<file path="src/rtl/lp_conflict_monitor.sv">
// Per-core LP/timestamp tracker: stalls same-LP conflicts, releases the oldest waiter on
// receive, keeps per-LP history and exports a registered minimum active timestamp.
module lp_conflict_monitor #(
   parameter int NUM_CORE = 8,
   parameter int NUM_LP   = 64,
   parameter int TIME_WID = 16,
   parameter int MSG_WID  = 32,
   parameter int HIST_WID = 4,
   parameter int CNT_WID  = 16,
   localparam int NB_CORE = $clog2(NUM_CORE),
   localparam int NB_LP   = $clog2(NUM_LP)
) (
   input  logic                         clk,
   input  logic                         reset,
   input  logic                         send_vld,
   input  logic [NB_CORE-1:0]           send_core,
   input  logic [MSG_WID-1:0]           send_msg,
   input  logic                         rcv_vld,
   input  logic [NB_CORE-1:0]           rcv_core,
   input  logic [MSG_WID-1:0]           rcv_msg,
   output logic [NUM_CORE-1:0]          stall,
   output logic [NUM_CORE-1:0]          core_active,
   output logic [HIST_WID*NUM_CORE-1:0] core_hist_cnt,
   output logic [TIME_WID-1:0]          min_time,
   output logic                         min_time_vld,
   output logic [CNT_WID-1:0]           conflict_cnt,
   output logic                         err
);

   logic [TIME_WID-1:0] core_time_reg [NUM_CORE];
   logic [NB_LP-1:0]    core_lp_reg   [NUM_CORE];
   logic [HIST_WID-1:0] core_hist_reg [NUM_CORE];
   logic [HIST_WID-1:0] lp_hist_reg   [NUM_LP];
   logic [NUM_CORE-1:0] active_reg;
   logic [NUM_CORE-1:0] stall_reg;
   logic [TIME_WID-1:0] min_time_reg;
   logic                min_time_vld_reg;
   logic [CNT_WID-1:0]  conflict_cnt_reg;
   logic                err_reg;

   logic [TIME_WID-1:0] send_time;
   logic [NB_LP-1:0]    send_lp;
   logic [HIST_WID-1:0] rcv_hist;
   logic [NB_LP-1:0]    rcv_lp;
   logic [HIST_WID-1:0] send_hist;
   logic                rcv_ok;
   logic                proto_err;
   logic [NUM_CORE-1:0] send_match;
   logic [NUM_CORE-1:0] waiter;
   logic                unused_msg_bits;

   assign send_time = send_msg[TIME_WID-1:0];
   assign send_lp   = send_msg[TIME_WID +: NB_LP];
   assign rcv_hist  = rcv_msg[MSG_WID-1 -: HIST_WID];
   assign rcv_lp    = core_lp_reg[rcv_core];
   assign rcv_ok    = rcv_vld && active_reg[rcv_core];
   assign unused_msg_bits = ^{send_msg, rcv_msg};

   // A receive in the same cycle that writes this LP supplies the freshest history.
   assign send_hist = (rcv_vld && (rcv_lp == send_lp)) ? rcv_hist : lp_hist_reg[send_lp];

   assign proto_err = (rcv_vld && !active_reg[rcv_core])
                   || (send_vld && active_reg[send_core])
                   || (send_vld && rcv_vld && (send_core == rcv_core));

   genvar gi;
   generate
      for (gi = 0; gi < NUM_CORE; gi++) begin : g_core
         assign send_match[gi] = active_reg[gi] && (core_lp_reg[gi] == send_lp)
                              && (NB_CORE'(gi) != send_core)
                              && !(rcv_vld && (NB_CORE'(gi) == rcv_core));
         assign waiter[gi] = active_reg[gi] && stall_reg[gi] && (core_lp_reg[gi] == rcv_lp)
                          && (NB_CORE'(gi) != rcv_core)
                          && !(send_vld && (NB_CORE'(gi) == send_core));
         assign core_hist_cnt[gi*HIST_WID +: HIST_WID] = core_hist_reg[gi];
      end
   endgenerate

   // Oldest waiter wins; strict compare keeps the lowest index on ties.
   logic                win_found;
   logic [NB_CORE-1:0]  win_idx;
   logic [TIME_WID-1:0] win_time;
   logic                min_found;
   logic [TIME_WID-1:0] min_next;

   always_comb begin
      win_found = 1'b0;
      win_idx   = '0;
      win_time  = '0;
      min_found = 1'b0;
      min_next  = '0;
      for (int i = 0; i < NUM_CORE; i++) begin
         if (waiter[i] && (!win_found || (core_time_reg[i] < win_time))) begin
            win_found = 1'b1;
            win_idx   = NB_CORE'(i);
            win_time  = core_time_reg[i];
         end
         if (active_reg[i] && (!min_found || (core_time_reg[i] < min_next))) begin
            min_found = 1'b1;
            min_next  = core_time_reg[i];
         end
      end
   end

   always_ff @(posedge clk or negedge reset) begin
      if (!reset) begin
         for (int i = 0; i < NUM_CORE; i++) begin
            core_time_reg[i] <= '0;
            core_lp_reg[i]   <= '0;
            core_hist_reg[i] <= '0;
         end
         for (int i = 0; i < NUM_LP; i++) begin
            lp_hist_reg[i] <= '0;
         end
         active_reg       <= '0;
         stall_reg        <= '0;
         min_time_reg     <= '0;
         min_time_vld_reg <= 1'b0;
         conflict_cnt_reg <= '0;
         err_reg          <= 1'b0;
      end else begin
         if (rcv_vld) begin
            lp_hist_reg[rcv_lp]  <= rcv_hist;
            active_reg[rcv_core] <= 1'b0;
            stall_reg[rcv_core]  <= 1'b0;
            if (rcv_ok && win_found) begin
               stall_reg[win_idx]     <= 1'b0;
               core_hist_reg[win_idx] <= rcv_hist;
            end
         end
         // Send is written after receive so that a same-core send overrides it.
         if (send_vld) begin
            active_reg[send_core]    <= 1'b1;
            stall_reg[send_core]     <= |send_match;
            core_time_reg[send_core] <= send_time;
            core_lp_reg[send_core]   <= send_lp;
            core_hist_reg[send_core] <= send_hist;
            if ((|send_match) && (conflict_cnt_reg != {CNT_WID{1'b1}})) begin
               conflict_cnt_reg <= conflict_cnt_reg + 1'b1;
            end
         end
         if (proto_err) begin
            err_reg <= 1'b1;
         end
         min_time_vld_reg <= |active_reg;
         if (min_found) begin
            min_time_reg <= min_next;
         end
      end
   end

   assign stall        = stall_reg;
   assign core_active  = active_reg;
   assign min_time     = min_time_reg;
   assign min_time_vld = min_time_vld_reg;
   assign conflict_cnt = conflict_cnt_reg;
   assign err          = err_reg;

endmodule

</file>
<file path="config.mk">
export PLATFORM = sky130hd
export DESIGN_NAME = lp_conflict_monitor
export DESIGN_NICKNAME = d
export VERILOG_FILES = /design/src/rtl/lp_conflict_monitor.sv
export SDC_FILE = /design/constraint.sdc
export NUM_CORES = 2
export LEC_CHECK = 0
export ABC_AREA = 0
export BUFFER_PORTS_ARGS = -buffer_cell sky130_fd_sc_hd__buf_2
export CAP_MARGIN = 40
export CORE_ASPECT_RATIO = 1.75
export CORE_MARGIN = 4
export CORE_UTILIZATION = 50
export DETAILED_ROUTE_END_ITERATION = 16
export PLACE_DENSITY = 0.67
export SETUP_SLACK_MARGIN = 0.2
export SYNTH_ARGS = -nofsm -noshare
export SYNTH_HDL_FRONTEND = slang
export SYNTH_SLANG_ARGS = --single-unit
</file>
<file path="constraint.sdc">
create_clock -name clk -period 23.6 [get_ports clk]
set_input_delay 1.18 -clock clk [delete_from_list [all_inputs] [get_ports clk]]
set_output_delay 1.18 -clock clk [all_outputs]
set_load 0.1 [all_outputs]
</file>
==> run_results.csv <==
group,metric,value,unit
worst_setup_path,end_kind,"register",
drt,vias_per_cell,6.196,
synthesis,ys_types,82,
floorplan,initial_core_util,50.53,%
min_path,min-delay-start,"lp_hist_reg[33]$_DFFE_PN0P_",
sta,hold_ws,475.7,ps
cts,htreeDepth,2,
finish,drive_gt1_share,18.65,%
cts,cts_tree,"yes",
worst_setup_path,cp_top_family,"compound AO/OA/AOI/OAI gates",
synthesis,synth.most_common_cell,"nand2_1",
worst_setup_path,regToRegSetupSlack,2630,ps
sta,post-route-period-util,92.76,%
synthesis,synth_flop_cell,"dfrtp_1",
synthesis,yosysTopAreaCell,"dfrtp_1",
synthesis,netlist_area,32010,um^2
grt,antenna_found_initial,4,
worst_setup_path,regToRegStartpoint,"core_lp_reg[11]$_DFFE_PN0P_",
synthesis,syn_avg_cell_area,9.692,um^2
floorplan,die_w,199.3,um
grt,grt.total_usage,31.04,%
synthesis,synth_edf_count,0,
worst_setup_path,cp_max_fo,21,
finish,areaGrowthSynthToFinish,10.92,%
synthesis,yosys_warnings,0,
grt,grt_pass1_vias,27620,
run_status,status,"completed",
drt,drtIter0Drc,1906,
sta,worst_slew_pin_slew,933.5,ps
floorplan,die_h,342.7,um
finish,final_area,35510,um^2
power,peakVddDrop,0.09565,mV
drt,ant_nets,0,
synthesis,netlist.area_leader.share,40.18,%
cts,post_cts_resized,0,
synthesis,async_reset_ff_share,100.0,%
drt,finalWirelength,106.0,mm
sta,drv_slew,0,
finish,largest_reg_flops,256,
synthesis,synth.net_count,3588,
synthesis,synth_cells,3303,
placement,place_congestion,0.9743,
drt,via_count,26170,
sta,maxSlewHeadroom,37.19,%
sta,clock_skew,14.09,ps
worst_setup_path,critPathMaxStageDelay,520,ps
worst_setup_path,critical_path_buf_inv_count,10,
worst_setup_path,path_class,"in2reg",
worst_setup_path,r2r-end,"core_hist_cnt[5]$_DFF_PN0_",
job,maxCapViolCount,0,
drt,dr.pass1.iters,5,
power,leakagePower,16.48,nW
cts,holdBufCountCts,0,
grt,overflow,0,
placement,hpwl,78.75,mm
worst_setup_path,worst_ep_required_time,24100,ps
synthesis,ys_seq_elements,514,
cts,clk_pin_slew,70,ps
sta,min_period,21890,ps
cts,clock_latency,640,ps
power,finalPower,3.919,mW
worst_setup_path,crit_cells,96,
sta,finalSetupTns,0,ps
min_path,holdPathEnd,"lp_hist_reg[33]$_DFFE_PN0P_",
synthesis,synth_commonest_cells,"674 x nand2_1, 514 x dfrtp_1, 257 x o21ai_0",
power,power_density,110.4,nW/um^2
placement,io_buffers,117,
sta,rsz0062_at_grt,"false",
placement,placed_area,33730,um^2
floorplan,die_area,68290,um^2
worst_setup_path,r2r_cells,94,
cts,cts_buffer_depth,3,
sta,hold_viol,0,
worst_setup_path,critPathMostFrequentCell,"a21oi_1",
synthesis,ys_seq_area_share,40.18,%
drt,drcViolationCount,0,
cts,cts_buffers,51,
cts,postCtsSetupBuffers,0,
finish,nNetsFinal,3656,
floorplan,ioPinCount,156,
worst_setup_path,slowest_stage,"o311ai_4",
sta,fmax,45.68,MHz
worst_setup_path,crit_arrival,22390,ps
min_path,min_path_type,"reg2reg",
grt,grt_pass1_wl,161.9,mm
cts,clkSinkCount,514,
sta,setup_viol,0,
worst_setup_path,cp-start-kind,"primary input",
min_path,whs_path_depth,2,
cts,root_buffer,"clkbuf_16",
synthesis,synth.area.top_cells,"dfrtp_1 40%, ha_1 8.2%, mux2_2 8.2%",
grt,grt_start_max_net_pins,96,
floorplan,rows,122,
drt,wl_per_cell,25.11,um
floorplan,core,63350,um^2
==> cell usage in the layout (no fill, tap or decap), drive strengths merged, types with 12 or more instances in the layout <==
cell / n
nand3: 69
nor2: 149
a21o: 71
a22oi: 17
nor4: 19
o211ai: 16
o2111ai: 12
a21oi: 128
o21ai: 260
mux4: 90
and4: 12
xor2: 36
mux2: 232
ha: 211
nand4: 54
inv: 124
nand3b: 20
clkbuf: 70
nor3: 40
nor2b: 28
or3: 15
buf: 189
xnor2: 76
mux2i: 84
dfrtp: 514
nand2: 675
a211oi: 12
nand2b: 23
clkinv: 13
o21a: 26
==> per-layer routing <==
| metal | wire [um] | vias to the layer above | track usage (%) |
|---|---|---|---|
| li1 | - | 11860 | - |
| met4 | 11000 | 0 | 25.28 |
| met1 | 35540 | 12770 | 32.01 |
| met3 | 6078 | 494 | 5.531 |
| met2 | 53430 | 1053 | 54.23 |
| met5 | 0 | - | 0 |
==> worst register-to-register path: cells and delay by family (launching register included) <==
kind	cells	cell delay (ps)
compound gates	53	11000
simple gates	21	3860
fa+ha+maj	7	1910
mux	5	1860
buf+inv	8	1800
flops	1	450
==> layout make-up <==
type / instances / area (um^2)
multi-input combinational: 2490 / 18050
fill: 5452 / 27840
inverter: 123 / 461.7
sequential: 514 / 12860
antenna: 7 / 17.52
tap: 806 / 1008
clock inverter: 23 / 294.0
clock buffer: 70 / 1459
timing repair buffer: 191 / 1354
==> stage by stage <==
stage,std cells,util [%],setup slack (ps)
final,4224,56.05,1708
after detailed placement,4122,53.24,1907
after global placement,4107,52.76,2227
after global routing,4218,56.03,629.1
after floorplan,3303,-,4501
after CTS,4215,56.01,2453
==> cells by family after synthesis <==
kind of cell | share of synthesized area (%)
and+or+nand+nor | 15.98
AOI/OAI and AO/OA | 11.80
DFF | 40.18
muxes | 17.12
buffers and inverters | 3.608
adders and majority gates | 8.247
xor gates and xnor gates | 3.064
==> how the worst max path moves through the flow <==
stage,from,to,slack (ps)
final,rcv_core[1],core_hist_cnt[5]$_DFF_PN0_,1710
after global routing,rcv_core[1],core_hist_cnt[5]$_DFF_PN0_,630
after CTS,rcv_core[1],core_hist_cnt[5]$_DFF_PN0_,2450
after detailed placement,rcv_core[1],core_hist_cnt[7]$_DFF_PN0_,1910
after global placement,rcv_core[1],core_hist_cnt[7]$_DFF_PN0_,2230
after floorplan,rcv_core[0],core_hist_cnt[10]$_DFF_PN0_,4500
==> where the power goes <==
group	leakage [nW]	internal [mW]	switching (mW)
clock network	0.856	0.490	0.372
registers	6.65	1.13	0.211
logic	8.98	0.643	1.07
total	16.5	2.27	1.65
Power figures use the tool's default switching activity.
